[src/rtl/calc_pkg.sv]
// Shared calculator definitions: datapath width, requester indices and
// writeback arbiter state encoding.
package calc_pkg;

  localparam int unsigned CALC_DATA_W  = 64;
  localparam int unsigned CALC_NUM_SRC = 4;

  localparam logic [1:0] SRC_ADD = 2'd0;
  localparam logic [1:0] SRC_MUL = 2'd1;
  localparam logic [1:0] SRC_DIV = 2'd2;
  localparam logic [1:0] SRC_EXC = 2'd3;

  typedef enum logic {
    ARB_IDLE = 1'b0,
    ARB_HOLD = 1'b1
  } arb_state_e;

endpackage

[src/rtl/mux4_1_64.sv]
// 4:1 mux for 64-bit calculator results.
module mux4_1_64 (
  input  logic [1:0]  selector,
  input  logic [63:0] data_in_00,
  input  logic [63:0] data_in_01,
  input  logic [63:0] data_in_10,
  input  logic [63:0] data_in_11,
  output logic [63:0] data_out
);

  always_comb begin
    data_out = data_in_00;
    case (selector)
      2'd0:    data_out = data_in_00;
      2'd1:    data_out = data_in_01;
      2'd2:    data_out = data_in_10;
      default: data_out = data_in_11;
    endcase
  end

endmodule

[src/rtl/calc_wb_arbiter.sv]
// Round-robin arbiter for the shared result writeback path, with output register.
// Define CALC_ARB_PRIO3_EN to give the exception unit (source 3) strict priority.
module calc_wb_arbiter
  import calc_pkg::*;
#(
  parameter int unsigned NUM_SRC = CALC_NUM_SRC,
  parameter int unsigned DATA_W  = CALC_DATA_W
) (
  input  logic               clk,
  input  logic               rst_n,
  input  logic [NUM_SRC-1:0] req,
  input  logic [DATA_W-1:0]  data_in_00,
  input  logic [DATA_W-1:0]  data_in_01,
  input  logic [DATA_W-1:0]  data_in_10,
  input  logic [DATA_W-1:0]  data_in_11,
  output logic [NUM_SRC-1:0] ack,
  output logic               out_valid,
  input  logic               out_ready,
  output logic [DATA_W-1:0]  out_data,
  output logic [1:0]         out_src,
  output logic [1:0]         sel
);

  // The datapath is a fixed 4:1 x 64-bit mux.
  if (NUM_SRC != 4 || DATA_W != 64) begin : g_cfg_check
    $error("calc_wb_arbiter supports only NUM_SRC=4, DATA_W=64");
  end

  arb_state_e        state_q;
  logic [1:0]        ptr_q;
  logic [1:0]        ptr_nxt;
  logic [1:0]        win;
  logic              cap;
  logic              grant;
  logic [DATA_W-1:0] mux_out;
`ifdef CALC_ARB_PRIO3_EN
  logic [2:0]        idx3;
`else
  logic [1:0]        idx;
`endif

  // Winner selection, grant pulse and mux select.
  always_comb begin
    cap     = (state_q == ARB_IDLE) | ((state_q == ARB_HOLD) & out_ready);
    grant   = 1'b0;
    win     = ptr_q;
`ifdef CALC_ARB_PRIO3_EN
    idx3    = 3'd0;
    if (req[SRC_EXC]) begin
      grant = 1'b1;
      win   = SRC_EXC;
    end
    // Sources 0..2 rotate mod 3 below the exception unit.
    for (int i = 0; i < 3; i++) begin
      idx3 = {1'b0, ptr_q} + 3'(i);
      if (idx3 >= 3'd3) idx3 = idx3 - 3'd3;
      if (!grant && req[idx3[1:0]]) begin
        grant = 1'b1;
        win   = idx3[1:0];
      end
    end
    if (win == SRC_EXC)      ptr_nxt = ptr_q;
    else if (win == SRC_DIV) ptr_nxt = SRC_ADD;
    else                     ptr_nxt = win + 2'd1;
`else
    idx     = 2'd0;
    for (int i = 0; i < 4; i++) begin
      idx = ptr_q + 2'(i);
      if (!grant && req[idx]) begin
        grant = 1'b1;
        win   = idx;
      end
    end
    ptr_nxt = win + 2'd1;
`endif
    ack = '0;
    sel = rst_n ? ptr_q : 2'd0;
    if (rst_n && cap && grant) begin
      ack[win] = 1'b1;
      sel      = win;
    end
  end

  mux4_1_64 u_mux (
    .selector   (sel),
    .data_in_00 (data_in_00),
    .data_in_01 (data_in_01),
    .data_in_10 (data_in_10),
    .data_in_11 (data_in_11),
    .data_out   (mux_out)
  );

  // FSM, round-robin pointer and output register.
  always_ff @(posedge clk or negedge rst_n) begin
    if (!rst_n) begin
      state_q  <= ARB_IDLE;
      ptr_q    <= SRC_ADD;
      out_data <= '0;
      out_src  <= SRC_ADD;
    end else if (cap) begin
      if (grant) begin
        state_q  <= ARB_HOLD;
        ptr_q    <= ptr_nxt;
        out_data <= mux_out;
        out_src  <= win;
      end else begin
        state_q  <= ARB_IDLE;
      end
    end
  end

  assign out_valid = (state_q == ARB_HOLD);

endmodule

[config.mk]
export PLATFORM = sky130hd
export DESIGN_NAME = calc_wb_arbiter
export DESIGN_NICKNAME = d
export VERILOG_FILES = /design/src/rtl/calc_pkg.sv /design/src/rtl/mux4_1_64.sv /design/src/rtl/calc_wb_arbiter.sv
export SDC_FILE = /design/constraint.sdc
export NUM_CORES = 1
export LEC_CHECK = 0
export BUFFER_PORTS_ARGS = -buffer_cell sky130_fd_sc_hd__buf_2
export CAP_MARGIN = 30
export CORE_AREA = 2 2 132 134
export DETAILED_ROUTE_END_ITERATION = 16
export DIE_AREA = 0 0 134 136
export HOLD_SLACK_MARGIN = 0.06
export PLACE_DENSITY = 0.65
export SYNTH_ARGS = -nofsm -noshare
export SYNTH_HDL_FRONTEND = slang
export SYNTH_SLANG_ARGS = --single-unit
[constraint.sdc]
create_clock -name clk -period 4.27 [get_ports clk]
set_input_delay 0.2135 -clock clk [delete_from_list [all_inputs] [get_ports clk]]
set_output_delay 0.2135 -clock clk [all_outputs]
set_load 0.05 [all_outputs]
==> results.md, run 1 <==
- Status: finished, final reports clean
- Largest family of logic cells by synthesized area: compound AO/OA/AOI/OAI gates
- RSZ-0062 raised after global routing: false
- Synth-to-Final Area Change: 50.61%
- Worst skew pair latency: roughly 0.33 ns
- Setup crit start kind: flop
- Most instantiated library cell after synthesis: nand2_1
- Slew Limit Fails: 0
- Post-route cell area: between 0.006 and 0.007 mm2
- Int Power: about 1.7 mW
- Switching power: between 1 and 1.5 mW
- Num rows: 48
- Initial DRC Count: ~190
- Starting Density: 0.2478
- Routed WL: approximately 15000 um
- Vias in the first global route: ~4400
- Most used flip-flop cell after synthesis: dfrtp_1
- Detailed-placement wirelength estimate: 11330 um
- Worst setup path class: reg2out
- Commonest cells in the netlist: nand2_1 (72), dfrtp_1 (69), a22oi_1 (64), mux2i_1 (64), o221ai_1 (64)
- Post-synthesis simple-gate area fraction: 0.09183
- CTS sink count: a little under 70
- DRC Markers: 0
- Sequential area share after synthesis: 0.4128
- Root buffer cell: clkbuf_16
- Area after detailed placement: 0.006023 mm2
- Flop-to-flop setup slack: 1.82 ns
- Cts bufs inserted: 9
- Final critical-path share of the clock period: 0.6641
- Worst rel slew slack: 0.4506
- Multiplexer area fraction after synthesis: 0.1532
- Synth top area share: 0.4128
- Synth Register Bits: between 60 and 70
- Required time worst endpoint: 4.06 ns
- Average size of a mapped cell: between 10 and 15 um2
- Share of post-route cells with drive strength above 1: 0.4945
- Cell Area, Synth: between 0.004 and 0.005 mm2
- Grt ovf: 0
- Die area: 0.01822 mm2
- Die H: 136 um
- Final setup vio count: 0
- Critical Path AT: ~2.6 ns
- Final hold viol count: 0
- Netlist cell types: 29
- Post-synthesis compound-gate area fraction: 0.2713
- EDFF count, synth: 0
- Mapped Nets: about 700
- Top cells by area, synth: dfrtp_1 (41%), mux2i_1 (15%), o221ai_1 (13%)
- Initial antenna violation count: 0
- Antenna Nets Post-Route: 0
- PnR worst setup slack: 1.434 ns
- Sequential Power Share: 0.294
- Final RePlAce weighted congestion: roughly 0.76
- Die width: about 130 um
- Final core occ: 0.3733
- First-pass GRT wire length: ~22000 um
- NumNets Final: around 1000
- WL/cell: between 15 and 20 um
- Setup Skew: between 0.009 and 0.01 ns
- Setup slack at placement: around 1.8 ns
- Slew @ Worst Pin: roughly 0.82 ns
- Worst hold-check path type: in2reg
- # H-tree levels: 3
- DR pass1 iterations: 4
- Leakage: between 3 and 4 nW
- Total design power: roughly 3.1 mW
- Ports: 336
- Cell taking the most area after synthesis: dfrtp_1
- Adder-Cell Fraction of Synth Area: 0.01197
- Post-CTS Setup Inserts: 0
- Ant diodes: 0
- Fraction of synthesized cell area in xor and xnor cells: 0
- Core area: between 0.015 and 0.02 mm2
- Async SR Flop Fraction: 1.000
- Synth warn: 0
- Gate power share: 0.487
- Via Count: about 4600
- CTS tree: built
- Vias per cell: approximately 4.8
- Switching Fraction: 0.4576
- Clock slew at reported path FFs: around 0.060 ns
- Worst Setup End Kind: output pin
- Peak supply drop: 186.5 uV
- Largest net degree at the start of global routing: 66
- Clock Power Share: 0.219
- Pwr per Cell Area: slightly below 500 mW/mm2
- GR Util All Layers: 0.1521
- Clk buf depth: 2
- FMAX: about 350 MHz
- Cell count after synthesis: just over 400
- CP Max Fanout: 65
- Max Cap Viol: 0
- Post-layout min period: ~2.8 ns
- Setup tns final: 0 ns
- Port bufs: 335
[power by group through the flow]
stage	Combinational [mW]	Clock (mW)	Sequential, mW
2_1_floorplan	0.535	0	1.46
3_3_place_gp	1.51	0	0.914
3_5_place_dp	1.52	0	0.915
4_1_cts	1.52	0.705	0.910
5_1_grt	1.61	0.740	0.931
6_report	1.51	0.677	0.910
[through the flow]
stage,std cells,hold slack [ns]
after global routing,957,0.2015
final,957,0.2072
after CTS,957,0.1904
after global placement,942,0.1568
after detailed placement,942,0.1567
after floorplan,415,-0.08209
[state kept, by name, summed over array words and instances, names as in the netlist]
| signal | flops |
|---|---|
| out_src | 2 |
| out_data | 64 |
| out_valid | 1 |
| ptr_q | 2 |
[cells in the final DEF, fill, tap and decap left out]
cell type | Yosys | final
o21ai_0 | 3 | 3
clkinv_2 | 0 | 2
nor2_1 | 6 | 6
nand3b_1 | 1 | 1
a211o_4 | 0 | 1
o41ai_4 | 0 | 1
and3_1 | 4 | 4
a21o_1 | 1 | 1
buf_12 | 0 | 1
clkbuf_8 | 0 | 2
mux2i_1 | 64 | 64
nand2_1 | 72 | 72
buf_2 | 16 | 334
a21oi_4 | 0 | 1
a22oi_1 | 64 | 64
dfrtp_1 | 69 | 69
o21bai_1 | 1 | 1
a21oi_1 | 2 | 1
nand3_1 | 1 | 1
nand4b_1 | 1 | 1
buf_4 | 4 | 9
inv_1 | 4 | 4
a21boi_2 | 1 | 1
nor3b_1 | 1 | 1
dlygate4sd3_1 | 0 | 1
o221ai_1 | 64 | 64
clkbuf_16 | 0 | 9
nor2b_1 | 2 | 2
a2111oi_0 | 1 | 1
nand2b_1 | 3 | 3
nand2_2 | 1 | 1
clkbuf_1 | 16 | 1
a211o_1 | 2 | 1
ha_1 | 4 | 4
[kinds of logic (layout without fill, tap and decap cells)]
kind of cell               count (synthesis)  in the layout
AOI/OAI and AO/OA                        140            140
adders and majority gates                  4              4
buffers and inverters                     46            363
DFF                                       69             69
muxes                                     64             64
and+or+nand+nor                           92             92
[final timing paths]
check / start / endpoint / depth (start not counted)
max reg2reg: ptr_q[0] / out_data[28] / 6
max in group asynchronous: rst_n / out_data[26] / 3
min: data_in_01[27] / out_data[27] / 3
max: ptr_q[1] / sel[1] / 6
min in group asynchronous: rst_n / out_data[58] / 2
min reg2reg: out_src[0] / out_src[0] / 1
[what timing repair did]
action | 4_1_cts | 5_1_grt
hold buffers | 1 | 0
resized for setup | 0 | 0
hold endpoints to repair | 22 | 0
[layout make-up]
cell class	count	area, um2
clock inverter	2	10.01
tap	225	281.5
multi-input combinational	300	2241
fill	1728	10580
clock buffer	12	256.5
timing repair buffer	345	1769
inverter	4	15.01
sequential	69	1727
[layer usage]
layer | routed length, um | vias up | track usage
met4 | 172 | 0 | 0.04137
met3 | 1337 | 13 | 0.04623
met2 | 7205 | 225 | 0.2658
met5 | 0 | - | 0
met1 | 5855 | 2142 | 0.1814
li1 | - | 2247 | -
[worst max-delay path: stages, from the launching register on]
cell and delay [ns]:
dfrtp_1 0.42, nor3b_1 0.15, a2111oi_0 0.42, nand4b_1 0.21, buf_4 0.60, o21ai_0 0.22, buf_2 0.27
Power figures use the tool's default switching activity.
==> run 2, diff against run 1 <==
--- a/config.mk
+++ b/config.mk
@@ -7,11 +7,11 @@
 export LEC_CHECK = 0
 export BUFFER_PORTS_ARGS = -buffer_cell sky130_fd_sc_hd__buf_2
 export CAP_MARGIN = 30
-export CORE_AREA = 2 2 132 134
+export CORE_AREA = 2 2 129 131
 export DETAILED_ROUTE_END_ITERATION = 16
-export DIE_AREA = 0 0 134 136
+export DIE_AREA = 0 0 131 133
 export HOLD_SLACK_MARGIN = 0.06
-export PLACE_DENSITY = 0.65
+export PLACE_DENSITY = 0.67
 export SYNTH_ARGS = -nofsm -noshare
 export SYNTH_HDL_FRONTEND = slang
 export SYNTH_SLANG_ARGS = --single-unit
==> constraint.sdc (replaced) <==
create_clock -name clk -period 2.9 [get_ports clk]
set_input_delay 0.145 -clock clk [delete_from_list [all_inputs] [get_ports clk]]
set_output_delay 0.145 -clock clk [all_outputs]
set_load 0.05 [all_outputs]
==> results.md, run 2 (same netlist as run 1, synthesis figures left out) <==
- Vias in the first global route: 4362 (was 4404)
- Clk buf depth: 2 (unchanged)
- Initial DRC Count: 143 (was 186)
- Max Cap Viol: 0 (unchanged)
- Largest reg by FF count: out_data (unchanged)
- Resize count post-CTS: 0 (unchanged)
- Leakage: 3.638 nW (was 3.610 nW)
- Via Count: 4659 (was 4627)
- Required time worst endpoint: 2.76 ns (was 4.06 ns)
- NumNets Final: 998 (was 996)
- Final RePlAce weighted congestion: 0.7968 (was 0.7561)
- FMAX: 400.4 MHz
- # H-tree levels: 3 (unchanged)
- Hold EP: out_data[14] (was out_data[27])
- Min-delay src: data_in_10[14] (was data_in_01[27])
- PnR worst setup slack: 0.4026 ns (was 1.434 ns)
- Critical Path AT: 2.35 ns (was 2.62 ns)
- Pwr per Cell Area: 735.6 mW/mm2 (was 491.3 mW/mm2)
- Detailed-placement wirelength estimate: 11210 um (was 11330 um)
- Die width: 131 um (was 134 um)
- Worst r2r src: out_valid (was ptr_q[0])
- GR Util All Layers: 0.1623 (was 0.1521)
- Final hold viol count: 0 (unchanged)
- Setup Skew: 0.005475 ns (was 0.009481 ns)
- Final setup vio count: 0 (unchanged)
- Slew @ Worst Pin: 0.7212 ns (was 0.8242 ns)
- CTS sink count: 69 (unchanged)
- Die area: 0.01742 mm2 (was 0.01822 mm2)
- RSZ-0062 raised after global routing: false (unchanged)
- WL/cell: 15.55 um (was 15.22 um)
- Routing usage on met3: 0.03397 (was 0.04623)
- Starting Density: 0.2586 (was 0.2478)
- Met1 usage in global routing: 0.1890 (was 0.1814)
- Worst rel slew slack: 0.5192 (was 0.4506)
- Setup crit start kind: flop (unchanged)
- Antenna Nets Post-Route: 0 (unchanged)
- Routed WL: 14860 um (was 14570 um)
- Grt peak-use layer: met2 (unchanged)
- Num rows: 47 (was 48)
- Synth-to-Final Area Change: 52.08% (was 50.61%)
- Setup tns final: 0 ns (unchanged)
- Status: finished, final reports clean (unchanged)
- Most common cell after layout, fill and taps aside: buf_2 (unchanged)
- Met2 GRT Util: 0.2838 (was 0.2658)
- Largest net degree at the start of global routing: 74 (was 66)
- Ant diodes: 0 (unchanged)
- Clock slew at reported path FFs: 0.06 ns (about the same)
- Slew Limit Fails: 0 (unchanged)
- Flop-to-flop setup slack: 0.63 ns (was 1.82 ns)
- First-pass GRT wire length: 22090 um (was 22030 um)
- Core area: 0.01617 mm2 (was 0.01688 mm2)
- Post-layout min period: about 2.5 ns
- CTS tree: built (unchanged)
- DRC Markers: 0 (unchanged)
- Vias per cell: 4.873 (was 4.835)
- CTS Hold Bufs: 0 (was 1)
- DR pass1 iterations: 4 (unchanged)
- Cts bufs inserted: 9 (unchanged)
- Die H: 133 um (was 136 um)
- Peak supply drop: 255.6 uV (was 186.5 uV)
- FF-to-FF End: out_data[15] (was out_data[28])
- Share of post-route cells with drive strength above 1: 0.4959 (was 0.4945)
- Worst hold-check path type: in2reg (unchanged)
- Grt ovf: 0 (unchanged)
- Worst skew pair latency: 0.33 ns (about the same)
- Setup slack at placement: 0.6554 ns (was 1.769 ns)
- Final critical-path share of the clock period: 0.8612
- Port bufs: 335 (unchanged)
- Commonest cells after routing, fill and taps aside: buf_2 (334), nand2_1 (72), dfrtp_1 (69) (unchanged)
- Initial antenna violation count: 0 (unchanged)
- Worst Setup End Kind: output pin (unchanged)
- Post-CTS Setup Inserts: 0 (unchanged)
- Hold path cells: 3 (unchanged)
- CP Max Fanout: 6 (was 65)
- Root buffer cell: clkbuf_16 (unchanged)
- Ports: 336 (unchanged)
- Worst setup path class: reg2out (unchanged)
- Max reg flops: 64 (unchanged)
- Worst Reg2Reg Path Length in Cells: 6 (unchanged)
- Largest registers: out_data: 64 flops, out_src: 2 flops, ptr_q: 2 flops (unchanged)
run 2: power breakdown:
part / leakage [nW] / internal (mW) / switching (mW) / total, mW
Clock: 0.143 / 0.687 / 0.418 / 1.10
Combinational: 2.67 / 0.665 / 1.57 / 2.23
Sequential: 0.829 / 1.20 / 0.137 / 1.34
run 2: per-layer routing:
layer,part of all wire,vias to the layer above
met4,0.023,0
li1,-,2255
met3,0.081,20
met1,0.40,2153
met5,0,-
met2,0.49,231
run 2: how the worst max path moves through the flow:
stage / to / from / cells after the start
floorplan: sel[1] / out_valid / 5
global placement: out_data[61] / out_valid / 6
detailed placement: out_data[15] / out_valid / 6
CTS: ack[2] / ptr_q[1] / 7
global route: ack[2] / ptr_q[1] / 7
finish: ack[2] / ptr_q[1] / 7
run 2: cell type report:
type | count | area [um2]
fill | 1602 | 9811
multi-input combinational | 300 | 2241
timing repair buffer | 347 | 1809
sequential | 69 | 1727
tap | 220 | 275.3
clock buffer | 12 | 246.5
clock inverter | 4 | 47.55
inverter | 4 | 15.01
run 2: through the flow:
step	instance area [um2]	std cells	hold slack (ns)	utilization	power, mW
after global routing	6361	956	0.1313	0.3933	4.956
after detailed placement	6037	938	0.4663	0.3733	3.598
after global placement	6037	938	0.4480	0.3733	3.583
after CTS	6331	954	0.09609	0.3915	4.740
after floorplan	4183	415	-0.1506	-	2.941
final	6361	956	0.1318	0.3933	4.679
run 2: critical path: stages, from the launching register on:
cell	delay, ns
dfrtp_1	0.43
nor3b_1	0.16
a2111oi_0	0.56
nand2b_1	0.25
inv_1	0.08
ha_1	0.18
and3_1	0.15
buf_2	0.20
